## config.mk

```make
export PLATFORM = sky130hd
export DESIGN_NAME = age_grant_ctrl
export DESIGN_NICKNAME = d
export VERILOG_FILES = /design/src/rtl/age_grant_ctrl.sv
export SDC_FILE = /design/constraint.sdc
export NUM_CORES = 1
export LEC_CHECK = 0
export ABC_AREA = 1
export CAP_MARGIN = 20
export CORE_MARGIN = 4
export CORE_UTILIZATION = 25
export CTS_CLUSTER_SIZE = 28
export DETAILED_ROUTE_END_ITERATION = 10
export SETUP_SLACK_MARGIN = 0.5
export SLEW_MARGIN = 20
export SYNTH_ARGS = -nofsm -noshare
export SYNTH_HDL_FRONTEND = slang
export SYNTH_SLANG_ARGS = --single-unit
```

## constraint.sdc

```tcl
create_clock -name clk -period 4.2 [get_ports clk]
set_input_delay 0.63 -clock clk [delete_from_list [all_inputs] [get_ports clk]]
set_output_delay 0.63 -clock clk [all_outputs]
set_load 0.05 [all_outputs]
```

## src/rtl/age_grant_ctrl.sv

```systemverilog
// Age-ordered packet arbiter: the oldest requester wins, starved ports override
// age order, and the grant stays locked to its owner until the tail flit or an abort.
`ifndef TIME_WIDTH
// Normally provided by global.vh; fallback keeps the block self-contained.
`define TIME_WIDTH 8
`endif

module age_grant_ctrl #(
   parameter int NPORT      = 4,
   parameter int IDX_W      = 2,
   parameter int STARVE_MAX = 15
) (
   input  logic                          clk,
   input  logic                          rst_n,
   input  logic [NPORT-1:0]              req,
   input  logic [NPORT*`TIME_WIDTH-1:0]  age,
   input  logic [NPORT-1:0]              last,
   input  logic                          out_ready,
   output logic [NPORT-1:0]              grant,
   output logic [IDX_W-1:0]              grant_idx,
   output logic                          grant_valid,
   output logic                          xfer
);

   localparam int TW    = `TIME_WIDTH;
   localparam int CNT_W = 4;
   localparam logic [CNT_W-1:0] STARVE_LIM = CNT_W'(STARVE_MAX);

   typedef enum logic {
      IDLE = 1'b0,
      LOCK = 1'b1
   } state_t;

   state_t             state_q, state_d;
   logic [NPORT-1:0]   grant_q, grant_d;
   logic [IDX_W-1:0]   idx_q, idx_d;
   logic [CNT_W-1:0]   wait_cnt_q [NPORT];
   logic [CNT_W-1:0]   wait_cnt_d [NPORT];

   logic [NPORT-1:0]   starved;
   logic [IDX_W-1:0]   win_idx;
   logic               win_hit;
   logic [TW-1:0]      best_age;
   logic               owner_req;
   logic               arb;

   // Saturating wait-counter increment.
   function automatic logic [CNT_W-1:0] sat_inc(input logic [CNT_W-1:0] cnt);
      if (cnt >= STARVE_LIM) return STARVE_LIM;
      return cnt + CNT_W'(1);
   endfunction

   // Pairwise arb cell: the incumbent keeps the slot unless the challenger is strictly older.
   function automatic logic challenger_wins(input logic          inc_valid,
                                            input logic [TW-1:0] inc_age,
                                            input logic          ch_req,
                                            input logic [TW-1:0] ch_age);
      return ch_req && (!inc_valid || (ch_age < inc_age));
   endfunction

   always_comb begin
      starved  = '0;
      win_idx  = '0;
      win_hit  = 1'b0;
      best_age = '0;
      for (int p = 0; p < NPORT; p++) begin
         starved[p] = req[p] && (wait_cnt_q[p] == STARVE_LIM);
      end
      if (|starved) begin
         // Walk downward so the lowest starved index is assigned last.
         for (int p = NPORT - 1; p >= 0; p--) begin
            if (starved[p]) win_idx = IDX_W'(p);
         end
      end else begin
         for (int p = 0; p < NPORT; p++) begin
            if (challenger_wins(win_hit, best_age, req[p], age[p*TW +: TW])) begin
               win_hit  = 1'b1;
               best_age = age[p*TW +: TW];
               win_idx  = IDX_W'(p);
            end
         end
      end
   end

   assign owner_req   = req[idx_q];
   assign grant       = grant_q;
   assign grant_idx   = idx_q;
   assign grant_valid = |grant_q;
   assign xfer        = grant_valid & owner_req & out_ready;
   assign arb         = (state_q == IDLE) && (|req) && out_ready;

   always_comb begin
      state_d    = state_q;
      grant_d    = grant_q;
      idx_d      = idx_q;
      wait_cnt_d = wait_cnt_q;
      case (state_q)
         IDLE: begin
            if (arb) begin
               state_d = LOCK;
               grant_d = NPORT'(1) << win_idx;
               idx_d   = win_idx;
               for (int p = 0; p < NPORT; p++) begin
                  if (IDX_W'(p) == win_idx) wait_cnt_d[p] = '0;
                  else if (req[p])          wait_cnt_d[p] = sat_inc(wait_cnt_q[p]);
               end
            end
         end
         LOCK: begin
            // Owner dropping its request aborts; a tail flit transfer releases.
            if (!owner_req || (xfer && last[idx_q])) begin
               state_d = IDLE;
               grant_d = '0;
               idx_d   = '0;
            end
         end
         default: begin
            state_d = IDLE;
            grant_d = '0;
            idx_d   = '0;
         end
      endcase
   end

   always_ff @(posedge clk or negedge rst_n) begin
      if (!rst_n) begin
         state_q <= IDLE;
         grant_q <= '0;
         idx_q   <= '0;
         for (int p = 0; p < NPORT; p++) wait_cnt_q[p] <= '0;
      end else begin
         state_q <= state_d;
         grant_q <= grant_d;
         idx_q   <= idx_d;
         for (int p = 0; p < NPORT; p++) wait_cnt_q[p] <= wait_cnt_d[p];
      end
   end

endmodule

```

### After elaboration in Yosys (flattened, before gate mapping)

Index checks and enable logic that the tools add are counted.

* flip-flop bits (word level): 23
* bits in latches: 0
* memory bits (writable): 0
* ROM bits: 0
* bits of input ports: 43
* output and inout port bits: 8
* memories kept: 0

* add/sub/neg operators: 4
* $mul: 0
* div/mod/pow operators: 0
* magnitude comparators: 8
* eq/ne operators: 9
* shifts and indexed selects: 1
* muxes and demuxes: 69
* bitwise gates (word level): 3
* reductions and logical operators: 31

Operators with widths (count)
* $mux W4: 18
* $mux W8: 6
* $mux W1: 31
* $lt A8 B8 Y1: 3
* $mux W2: 9
* $add A4 B1 Y4 const B: 4
* $eq A4 B4 Y1 const B: 4
* $ge A4 B4 Y1 const B: 4
* $reduce_and A3 Y1: 4
* $reduce_or A4 Y1: 3
* $logic_and A1 B1 Y1: 10
* $pmux W4 S2: 1
* $reduce_bool A2 Y1: 4
* $bmux W1 S2: 2
* $eq A2 B2 Y1 const A: 2
* $logic_not A1 Y1: 4
* $logic_or A1 B1 Y1: 4
* $pmux W2 S2: 1
* $shl A1 B2 Y4 const A: 1
* $lt A2 B3 Y1 const B: 1
* $and A1 B1 Y1: 2
* $eq A1 B2 Y1 const A: 1
* $logic_not A2 Y1: 1
* $ne A2 B1 Y1 const B: 1
* other kinds (4): 4

### Logic depth before layout (Yosys ltp)

Gate-level depths: netlist of run 1.

* depth in word-level cells: 26
* mapped depth: 40
* mapped depth without buffers: 37

### Worst setup path after synthesis of run 1

OpenSTA, ideal clock, no wires.

* kind: input -> register
* start: input port req[0]
* end: register wait_cnt_q[11] (netlist bit)
* data arrival time: 4494 ps
* slack: -416 ps
* stages on the path: 31
* buffers on the path: 3
* path through: clkbuf_1 nand2_1 ha_1 nand2_1 o21a_1 nand2_1 nand2_2 nand2_2 clkbuf_1 nand2_1 o21ai_0 ha_1 a21oi_1 nor2_1 a211oi_1 nand2_1 nand2_2 nand2_2 clkbuf_1 o21ai_0 ha_1 a21oi_1 nor2_1 a211oi_1 nand2_1 nand2_1 nand2_2 a21oi_2 nand2_2 nor2_2 nor2_1

* longest elaborated chain between the ends: 20
* elaborated cells on any way between the ends: 38
* those cells by class: order compare (3); eq/ne (1); mux (18); reduce/logical (16)

Ends and longest elaborated chain
* start: declaration: line 15 `input logic [NPORT-1:0] req,`
* $mux W8 or $mux W1 (tied branches): line 76 `if (challenger_wins(win_hit, best_age, req[p], age[p*TW +: TW])) begin`
* $mux W8 or $mux W1 (tied branches): line 69 `if (|starved) begin`
* $lt A8 B8 Y1 or $logic_not A1 Y1 (tied branches): line 58 `return ch_req && (!inc_valid || (ch_age < inc_age));`
* $logic_or A1 B1 Y1: line 58
* $logic_and A1 B1 Y1: line 58
* $mux W8 or $mux W1 (tied branches): line 76
* $mux W8 or $mux W1 (tied branches): line 69
* $lt A8 B8 Y1 or $logic_not A1 Y1 (tied branches): line 58
* [4 not listed]
* $lt A8 B8 Y1 or $logic_not A1 Y1 (tied branches): line 58
* $logic_or A1 B1 Y1: line 58
* $logic_and A1 B1 Y1: line 58
* $mux W2: line 76
* $mux W2: line 69
* $eq A1 B2 Y1: line 104 `if (IDX_W'(p) == win_idx) wait_cnt_d[p] = '0;`
* $reduce_bool A2 Y1 (no line)
* $reduce_and A3 Y1 (no line)
* end: declaration: line 37 `logic [CNT_W-1:0] wait_cnt_q [NPORT];`

Parallel ways exist; a longest one is shown, timed or not. The select of a mux whose other input is x is not followed.
A chain may end at the register's enable or synchronous reset.

### Worst setup path in the final report of run 1

* start: input port req[0]
* end: register wait_cnt_q[3] (netlist bit)

* longest elaborated chain between the ends: 20
* elaborated cells on any way between the ends: 38
* those cells by class: order compare (3); eq/ne (1); mux (18); reduce/logical (16)

Ends and longest elaborated chain (line)
* $mux W8 or $mux W1 (tied branches): 76
* $mux W8 or $mux W1 (tied branches): 69
* $lt A8 B8 Y1 or $logic_not A1 Y1 (tied branches): 58
* $logic_or A1 B1 Y1: 58
* $logic_and A1 B1 Y1: 58
* $mux W8 or $mux W1 (tied branches): 76
* $mux W8 or $mux W1 (tied branches): 69
* $lt A8 B8 Y1 or $logic_not A1 Y1 (tied branches): 58
* [4 not listed]
* $lt A8 B8 Y1 or $logic_not A1 Y1 (tied branches): 58
* $logic_or A1 B1 Y1: 58
* $logic_and A1 B1 Y1: 58
* $mux W2: 76
* $mux W2: 69
* $eq A2 B2 Y1: 104
* $reduce_bool A2 Y1 (no line)
* $reduce_and A3 Y1 (no line)

Parallel ways exist; a longest one is shown, timed or not. The select of a mux whose other input is x is not followed.

==> results.md, run 1 <==
* Synth Instances at 317
* Inserted Diodes at 0
* Area fraction of the dominant cell type after synthesis at 0.277
* Status: finished clean
* Cell area after layout at 3570 um^2
* Routed length per instance at 12.5 um
* Max Clock Freq at 242 MHz
* Worst path most repeated cell: buf_4
* Initial antenna violation count at 0
* Worst R2R Start: wait_cnt_q[8]
* Core Util, Final at 0.452
* Setup violations, final at 0
* Combinational family with the most area after synthesis: simple AND/OR/NAND/NOR gates
* Slowest cell on crit path: ha_4
* Slew HR at 0.640
* Post-synthesis adder-cell area fraction at 0.151
* Worst-path fanout max at 8
* RR Endpoint: wait_cnt_q[15]
* Final WL at around 6500 um
* Cell variety after synth at 26
* Worst EP required at 4.36 ns
* Yosys warns at 0
* Area grow syn2layout at 71.7%
* Worst min path class: input port to async pin
* Min Tclk post-route at 4.13 ns
* Core Rows at 32
* Slew Viols, Final at 0
* Sequential fraction of the synthesis area at 0.277
* Clock transition at the registers of the reported paths at 0.09 ns
* Synthesized area per cell at 6.55 um^2
* Gr usage total at 0.133
* I/O Pins at 51
* Worst Tran Pin Value at 0.540 ns
* EDFF count, synth at 0
* Global-route wire length before repair at between 10000 and 15000 um
* Hold buffers post-CTS at 0
* Final hold violations at 0
* Placed Area at 2990 um^2
* PortBufs at 50
* Synth area leader: dfrtp_1
* CORE AREA at 7890 um^2
* Compound-cell area share of the yosys netlist at 0.139
* Pwr/cell area at 409 nW/um^2
* Initial DRC count at 91
* Post-DP HPWL at 4870 um
* Clock Sinks at 23
* DRC errors left at 0
* Layout cells sized above 1 at 0.341
* MaxCap Viol Count at 0
* Leak pwr at 1.74 nW
* Post-Synth XOR/XNOR Area at 0.00843
* Die Span Y at 99.2 um
* Vias per cell at 4.64
* Tcrit/Tclk final at 0.984
* Die outline area at 9830 um^2
* Crit start category: input port
* CTS tree: yes
* Mux cell area share after synthesis at 0
* Commonest non-fill, non-tap cell in the layout: nand2_1
* Crit end category: flip-flop
* RePlAce Congestion at about 0.80
* RSZ-0062 raised after global routing: yes
* Most frequent cells in the layout: nand2_1 (82), buf_4 (39), inv_1 (34)
* R2r setup slk at ~1.9 ns
* DRT Pass-1 Iters at 4
* Clk root buf: clkbuf_8
* Final net count at 483
* Starting density of the core at 0.263
* Most used DFF post-synth: dfrtp_1
* Setup Skew at 0.0111 ns
* WS Path Type: input port to flip-flop
* Hold slack at ~0.32 ns
* Die span in x at 99.2 um
* Routed via count at about 2.4k
* Synth area leaders: dfrtp_1 (28%), nand2_1 (19%), ha_1 (15%)
* Crit path largest cell delay at ~0.22 ns
* FF+latch count, synth at 23
* Mapped cell area at 2080 um^2
* Total CTS buffers at 3
* Grt ovf at 0
* Largest net degree at the start of global routing at 24
* Post-synth net total at between 300 and 400
* Async S/R FF share, synth at 1.00
* Antenna-violating nets left at 0
* Crit path DAT at 4.29 ns
* Clk Latency, worst-skew pair at 0.27 ns
* H-Tree Depth at 1
* Post-synthesis simple-gate area fraction at 0.354
* Reg2reg path depth at 13
* Clock buffer depth at 2
* Max IR drop VDD at 0.173 mV
* Number of global-route vias before repair at 2367
-- metrics by stage --
| step | instances | setup WS (ns) | TNS, ns | total power (W) |
|---|---|---|---|---|
| finish | 516 | 0.0652 | 0 | 0.00146 |
| global route | 516 | -0.189 | -3.44 | 0.00160 |
| CTS | 511 | -0.0627 | -0.419 | 0.00139 |
| detailed placement | 488 | -0.914 | -18.12 | 0.00119 |
| global placement | 488 | -0.852 | -17.40 | 0.00117 |
| floorplan | 317 | -0.0128 | -0.0226 | 0.000926 |
-- worst max-delay path: cells and delay by family --
family / cells / cell delay, ns
adder cells (fa/ha/maj): 2 / 0.41
buffers and inverters: 11 / 1.33
AND/OR/NAND/NOR: 18 / 1.32
AO/OA/AOI/OAI: 5 / 0.60
-- flip-flops by register name, indices dropped and copies added, names as in the netlist --
| name | flops |
|---|---|
| grant | 4 |
| grant_idx | 2 |
| state_q | 1 |
| wait_cnt_q | 16 |
-- logic make-up (layout without fill, tap and decap cells) --
logic type | count (synthesis) | in the layout
AO/OA/AOI/OAI | 53 | 53
XOR/XNOR | 2 | 2
buffers and inverters | 39 | 134
AND/OR/NAND/NOR | 175 | 177
flip-flops | 23 | 23
adder cells (fa/ha/maj) | 25 | 25
-- worst max-delay path by stage --
stage / start / to / slack (ns) / cells past startpoint
6_report: req[0] / wait_cnt_q[3] / 0.07 / 36
5_1_grt: req[0] / wait_cnt_q[15] / -0.19 / 39
4_1_cts: req[0] / wait_cnt_q[2] / -0.06 / 34
3_5_place_dp: req[0] / wait_cnt_q[9] / -0.91 / 34
3_3_place_gp: req[0] / wait_cnt_q[11] / -0.85 / 34
2_1_floorplan: req[0] / wait_cnt_q[9] / -0.01 / 31
-- metal layers --
metal	part of all wire	routed length, um	track usage
met5	0	0	0
met4	0.0065	42	0.0168
met3	0.025	161	0.0252
met2	0.51	3330	0.228
met1	0.45	2940	0.178
-- repair_timing --
item | CTS | global route
pin swaps | 33 | 28
setup endpoints to repair | 22 | 22
cloned | 2 | 0
resized for setup | 70 | 59
buffers inserted | 17 | 5
-- Yosys cell counts (2+ instances only) --
library cell  instances
ha_1                 25
clkbuf_1              4
nand2_2              10
a211oi_1              2
nand2_1             105
a21oi_1              13
nor2_1               25
or2_2                 2
inv_1                35
o22ai_1               4
dfrtp_1              23
o21ai_0              26
nand3_1              27
o21ai_1               4
-- cell type report --
cell class / instances / area [um^2]
Clock buffer: 3 / 41.3
Clock inverter: 1 / 5.00
Fill cell: 765 / 4320
Inverter: 35 / 131
Multi-Input combinational cell: 257 / 1850
Sequential cell: 23 / 576
Tap cell: 102 / 128
Timing Repair Buffer: 95 / 833
-- report_power, final --
part	internal, W	switching (W)	leakage, nW	total, W
clock network	0.0000664	0.0000754	0.0255	0.000142
logic	0.000376	0.000542	1.42	0.000918
registers	0.000313	0.0000852	0.297	0.000398
(Power assumes the default switching activity.)
==> inputs of run 2 (changes only) <==
--- a/config.mk
+++ b/config.mk
@@ -7,6 +7,7 @@
 export LEC_CHECK = 0
 export ABC_AREA = 1
 export CAP_MARGIN = 20
+export CORE_ASPECT_RATIO = 1.75
 export CORE_MARGIN = 4
 export CORE_UTILIZATION = 25
 export CTS_CLUSTER_SIZE = 28
==> run 2 against run 1 <==
  * Via count increased by 1.8%
  * Non-clock buffer count increased by 9
  * Core utilization increased by 0.58 points
  * Highest routed layer unchanged
  * Clock power increased by 44%
  * Cell area increased by 2.9%
  * Die area increased by 0.58%
  * Sequential cell count unchanged
  * First-iteration DRC count increased by 11%
  * Total power increased by 4.0%
==> results.md, run 2 (synthesis gave the netlist of run 1 again) <==
* Status: finished clean
* Tcrit/Tclk final at 0.977
* I/O Pins at 51
* Worst EP required at 4.34 ns
* Layout cells sized above 1 at 0.350
* Clock buffer depth at 2
* Clk root buf: clkbuf_16
* Hold buffers post-CTS at 0
* Global-route wire length before repair at between 10000 and 15000 um
* Core Rows at between 40 and 50
* Slew Viols, Final at 0
* Number of global-route vias before repair at 2484
* Setup Skew at 0.00653 ns
* Core Util, Final at 0.458
* Finished Layout Cells at 513
* H-Tree Depth at 1
* Hold slack at around 0.5 ns
* Routed via count at approximately 2.4k
* CORE AREA at 8020 um^2
* NetSw at 0.000698 W
* Crit start category: input port
* Routed length per instance at 12.6 um
* Die span in x at ~77 um
* Max IR drop VDD at 0.318 mV
* Placed Area at 3030 um^2
* Cell area after layout at 3670 um^2
* Vias per cell at 4.75
* Commonest non-fill, non-tap cell in the layout: nand2_1
* Crit end category: flip-flop
* Crit path DAT at 4.25 ns
* Initial DRC count at 101
* Fill cell count at 767
* Placed cells at between 400 and 500
* RSZ-0062 raised after global routing: yes
* Max Clock Freq at 244 MHz
* Worst-path fanout max at 8
* Int Pwr at 0.000818 W
* Setup violations, final at 0
* Grt ovf at 0
* DRT Pass-1 Iters at 4
* Post-DP HPWL at 4830 um
* Gr usage total at 0.125
* Clock Sinks at 23
* Number of flip-flops in the largest register at 16
* Worst path most repeated cell: nand2_2
* Starting density of the core at 0.259
* Reg power frac at 0.262
* Clk pwr share at 0.135
* Antenna-violating nets left at 0
* Area grow syn2layout at 76.7%
* Final net count at 492
* Slowest cell on crit path: ha_1
* Combinational Power Share at 0.603
* CTS tree: yes
* Leak pwr at 1.79 nW
* Die outline area at 9890 um^2
* Biggest register: wait_cnt_q
* Min Tclk post-route at 4.10 ns
* DRC errors left at 0
* Die Span Y at around 130 um
* Final WL at 6440 um
* PortBufs at 50
* Most frequent cells in the layout: nand2_1 (80), buf_4 (48), inv_1 (33), clkdlybuf4s50_1 (33), nor2_1 (24)
* Inserted Diodes at 0
* Pwr/cell area at 413 nW/um^2
* RePlAce Congestion at between 0.9 and 1
* Setup ws final at 0.0984 ns
* Worst min path class: flip-flop to flip-flop
* WS Path Type: input port to flip-flop
* Crit path largest cell delay at 0.32 ns
* Slew HR at 0.669
* Total CTS buffers at 3
* Largest net degree at the start of global routing at 16
* Setup WS pre-CTS at -0.871 ns
* Switching fraction of total power at 0.460
* Worst Tran Pin Value at 0.495 ns
* Clock transition at the registers of the reported paths at roughly 0.060 ns
* Clk Latency, worst-skew pair at 0.25 ns
* Final hold violations at 0
* MaxCap Viol Count at 0
* Initial antenna violation count at 0
run 2: cell types whose count changed in the layout (fill, tap and decap cells not counted), moves of 3 or more:
cell | previous run | this run
clkbuf_8 | 3 | 0
clkbuf_16 | 0 | 3
clkbuf_2 | 5 | 2
ha_1 | 13 | 10
buf_4 | 39 | 48
nand2_2 | 16 | 20
clkdlybuf4s15_1 | 1 | 8
run 2: worst paths after layout:
| kind | start | to | slack, ns | depth (start not counted) |
|---|---|---|---|---|
| max | req[0] | wait_cnt_q[3] | 0.1 | 32 |
| min in group asynchronous | rst_n | wait_cnt_q[1] | 0.70 | 1 |
| max reg2reg | wait_cnt_q[8] | wait_cnt_q[9] | 1.98 | 13 |
| max in group asynchronous | rst_n | grant_idx[0] | 3.04 | 2 |
| min | wait_cnt_q[15] | wait_cnt_q[15] | 0.49 | 2 |
| min reg2reg | wait_cnt_q[15] | wait_cnt_q[15] | 0.49 | 2 |
run 2: final cells by class:
type                            count  area, um^2  area share
Clock buffer                        3        75.1      0.0204
Inverter                           35         131      0.0358
Tap cell                           90         113      0.0307
Timing Repair Buffer              104         933       0.254
Sequential cell                    23         576       0.157
Clock inverter                      1        5.00     0.00136
Multi-Input combinational cell    257        1840       0.501
run 2: worst max-delay path, delay by kind of cell:
kind	cells	cell delay, ns
simple gates	20	1.67
fa+ha+maj	3	0.79
compound gates	6	0.79
buf+inv	3	0.35
run 2: layer usage:
layer,vias up,track usage,wire (um)
met2,64,0.249,3410
met3,10,0.00910,218
met5,-,0,0
li1,1257,-,-
met4,0,0.0406,205
met1,1106,0.136,2610
run 2: power groups by stage:
stage               Combinational (W)  Sequential [W]  Clock (W)
finish                       0.000913        0.000398   0.000205
global route                  0.00102        0.000409   0.000220
CTS                          0.000842        0.000399   0.000210
detailed placement           0.000794        0.000403          0
global placement             0.000779        0.000401          0
floorplan                    0.000456        0.000470          0
run 2: stage by stage:
stage	total power (W)	setup TNS (ns)
floorplan	0.000926	-0.0226
global placement	0.00118	-16.45
detailed placement	0.00120	-17.34
CTS	0.00145	0
global route	0.00165	-3.28
finish	0.00152	0
run 2: what timing repair did:
item / in CTS / in global routing
gates cloned: 2 / 0
pin swaps: 22 / 24
resized for setup: 65 / 55
endpoints found under the setup margin: 22 / 22
buffers inserted: 23 / 4
==> inputs of run 3 (changes only) <==
--- a/config.mk
+++ b/config.mk
@@ -12,7 +12,7 @@
 export CORE_UTILIZATION = 25
 export CTS_CLUSTER_SIZE = 28
 export DETAILED_ROUTE_END_ITERATION = 10
-export SETUP_SLACK_MARGIN = 0.5
+export SETUP_SLACK_MARGIN = 0.15
 export SLEW_MARGIN = 20
 export SYNTH_ARGS = -nofsm -noshare
 export SYNTH_HDL_FRONTEND = slang
==> run 3 against run 2 <==
  * Sequential share of layout area increased by 0.059 points
  * First-iteration DRC count down 33%
  * Core utilization shrank 0.17 points
  * Cell area is 0.37% lower
  * Sequential cell count is the same
  * Highest routed layer unchanged
  * Worst setup slack barely moved
  * Routed wire length rose by 0.36%
  * Register-to-register slack worse by 0.09 ns
  * Largest cell class unchanged
  * Sequential power barely moved
==> results.md, run 3 (synthesis gave the netlist of run 1 again) <==
* Status: finished clean
* Slew HR at 0.669
* DRT Pass-1 Iters at 6
* Number of flip-flops in the largest register at 16
* Worst-path fanout max at 8
* Final hold violations at 0
* Setup violations, final at 0
* Die Span Y at around 130 um
* H-Tree Depth at 1
* Final WL at 6460 um
* Pwr/cell area at 411 nW/um^2
* Gr usage total at 0.125
* Grt ovf at 0
* Worst Tran Pin Value at just under 0.5 ns
* I/O Pins at between 50 and 60
* Crit path DAT at 4.24 ns
* Vias per cell at 4.76
* PortBufs at 50
* Clk root buf: clkbuf_16
* Die span in x at 76.9 um
* Worst min path class: flip-flop to flip-flop
* Crit end category: flip-flop
* Hold buffers post-CTS at 0
* Routed length per instance at 12.6 um
* Clock Sinks at 23
* Tcrit/Tclk final at 0.977
* WP buf/inv at 3
* MaxCap Viol Count at 0
* Antenna-violating nets left at 0
* Max IR drop VDD at 0.318 mV
* CORE AREA at 8020 um^2
* Final net count at 493
* Most frequent cells in the layout: nand2_1 (80), buf_4 (50), inv_1 (33), clkdlybuf4s50_1 (33), nor2_1 (24)
* Biggest register: wait_cnt_q
* Clk Latency, worst-skew pair at 0.25 ns
* Commonest non-fill, non-tap cell in the layout: nand2_1
* Initial antenna violation count at 0
* Routed via count at 2446
* Initial DRC count at 68
* CTS tree: yes
* Power consumption at 0.00150 W
* RSZ-0062 raised after global routing: yes
* Clock buffer depth at 2
* Number of global-route vias before repair at ~2.5k
* Total CTS buffers at 3
* Max Clock Freq at around 240 MHz
* Inserted Diodes at 0
* Crit path largest cell delay at around 0.32 ns
* Kind of cell adding the most delay to the critical path: simple AND/OR/NAND/NOR gates
* DRC errors left at 0
* WS Path Type: input port to flip-flop
* Crit start category: input port
* Min Tclk post-route at ~4.1 ns
* Die outline area at around 10000 um^2
* Slowest cell on crit path: ha_1
* Global-route wire length before repair at 10400 um
* Core Rows at 43
* Layout cells sized above 1 at 0.344
* Core Util, Final at 0.456
* Slew Viols, Final at 0
* Worst EP required at 4.34 ns
* Largest net degree at the start of global routing at 16
* Setup Skew at roughly 0.005 ns
* RePlAce Congestion at roughly 0.94
* Area grow syn2layout at 76.1%
* R2r setup slk at 1.89 ns
* Post-DP HPWL at 4830 um
* Starting density of the core at 0.259
* Clock transition at the registers of the reported paths at around 0.06 ns
* Fill cell count at 766
* Leak pwr at 1.78 nW
* Worst path most repeated cell: nand2_2
[run 3: cell count changes in the layout (fill, tap and decap cells not counted), sizes merged]
cell and change:
buf +1
[run 3: final timing paths]
path                                start              to  cells after the start
setup / recovery                   req[0]   wait_cnt_q[7]                     32
hold / removal             wait_cnt_q[15]  wait_cnt_q[15]                      2
setup reg to reg            wait_cnt_q[8]   wait_cnt_q[9]                     13
hold reg to reg            wait_cnt_q[15]  wait_cnt_q[15]                      2
max in group asynchronous           rst_n    grant_idx[0]                      2
min in group asynchronous           rst_n   wait_cnt_q[1]                      1
[run 3: routing by layer]
metal | up-vias | routed length, um | GRT usage
met4 | 0 | 176 | 0.0406
met3 | 10 | 243 | 0.00910
met1 | 1107 | 2580 | 0.136
li1 | 1261 | - | -
met5 | - | 0 | 0
met2 | 68 | 3460 | 0.249
[run 3: repair_timing]
item	CTS	global route
gates cloned	2	0
pin swaps	21	15
setup endpoints to repair	22	22
resized for setup	63	51
endpoints found under the hold margin	0	0
setup buffers	23	5
[run 3: report_power, final]
group          total (W)  internal [W]  switching (W)
registers       0.000399      0.000314      0.0000850
clock network   0.000202      0.000128      0.0000740
logic           0.000901      0.000375       0.000526
total            0.00150      0.000817       0.000685
[run 3: cell type report]
cell class | instances | area (um^2) | share of cell area
Clock buffer | 3 | 75.1 | 0.0205
Sequential cell | 23 | 576 | 0.157
Inverter | 35 | 131 | 0.0359
Clock inverter | 1 | 5.00 | 0.00137
Tap cell | 90 | 113 | 0.0308
Timing Repair Buffer | 105 | 937 | 0.256
Multi-Input combinational cell | 257 | 1820 | 0.498
[run 3: metrics by stage]
step           setup TNS (ns)  area [um^2]  hold slack [ns]  cells  setup WS, ns
2_1_floorplan         -0.0226         2250            0.334    317       -0.0128
3_3_place_gp           -16.45         3020            0.469    479        -0.818
3_5_place_dp           -17.34         3030            0.473    480        -0.871
4_1_cts                     0         3410            0.488    509         0.104
5_1_grt                 -2.69         3660            0.513    514        -0.172
6_report                    0         3660            0.490    514        0.0979
[run 3: worst reg2reg max path, stage by stage, from the launching register on]
cell and delay, ns:
dfrtp_1 0.42, ha_1 0.23, nand2_1 0.08, nor2_1 0.04, inv_1 0.09, nor2_1 0.06
a21oi_1 0.32, nand3_1 0.15, a21oi_1 0.33, nand2_2 0.12, nand2_4 0.10, nand2_2 0.09
nor2_4 0.10, nor2_1 0.05
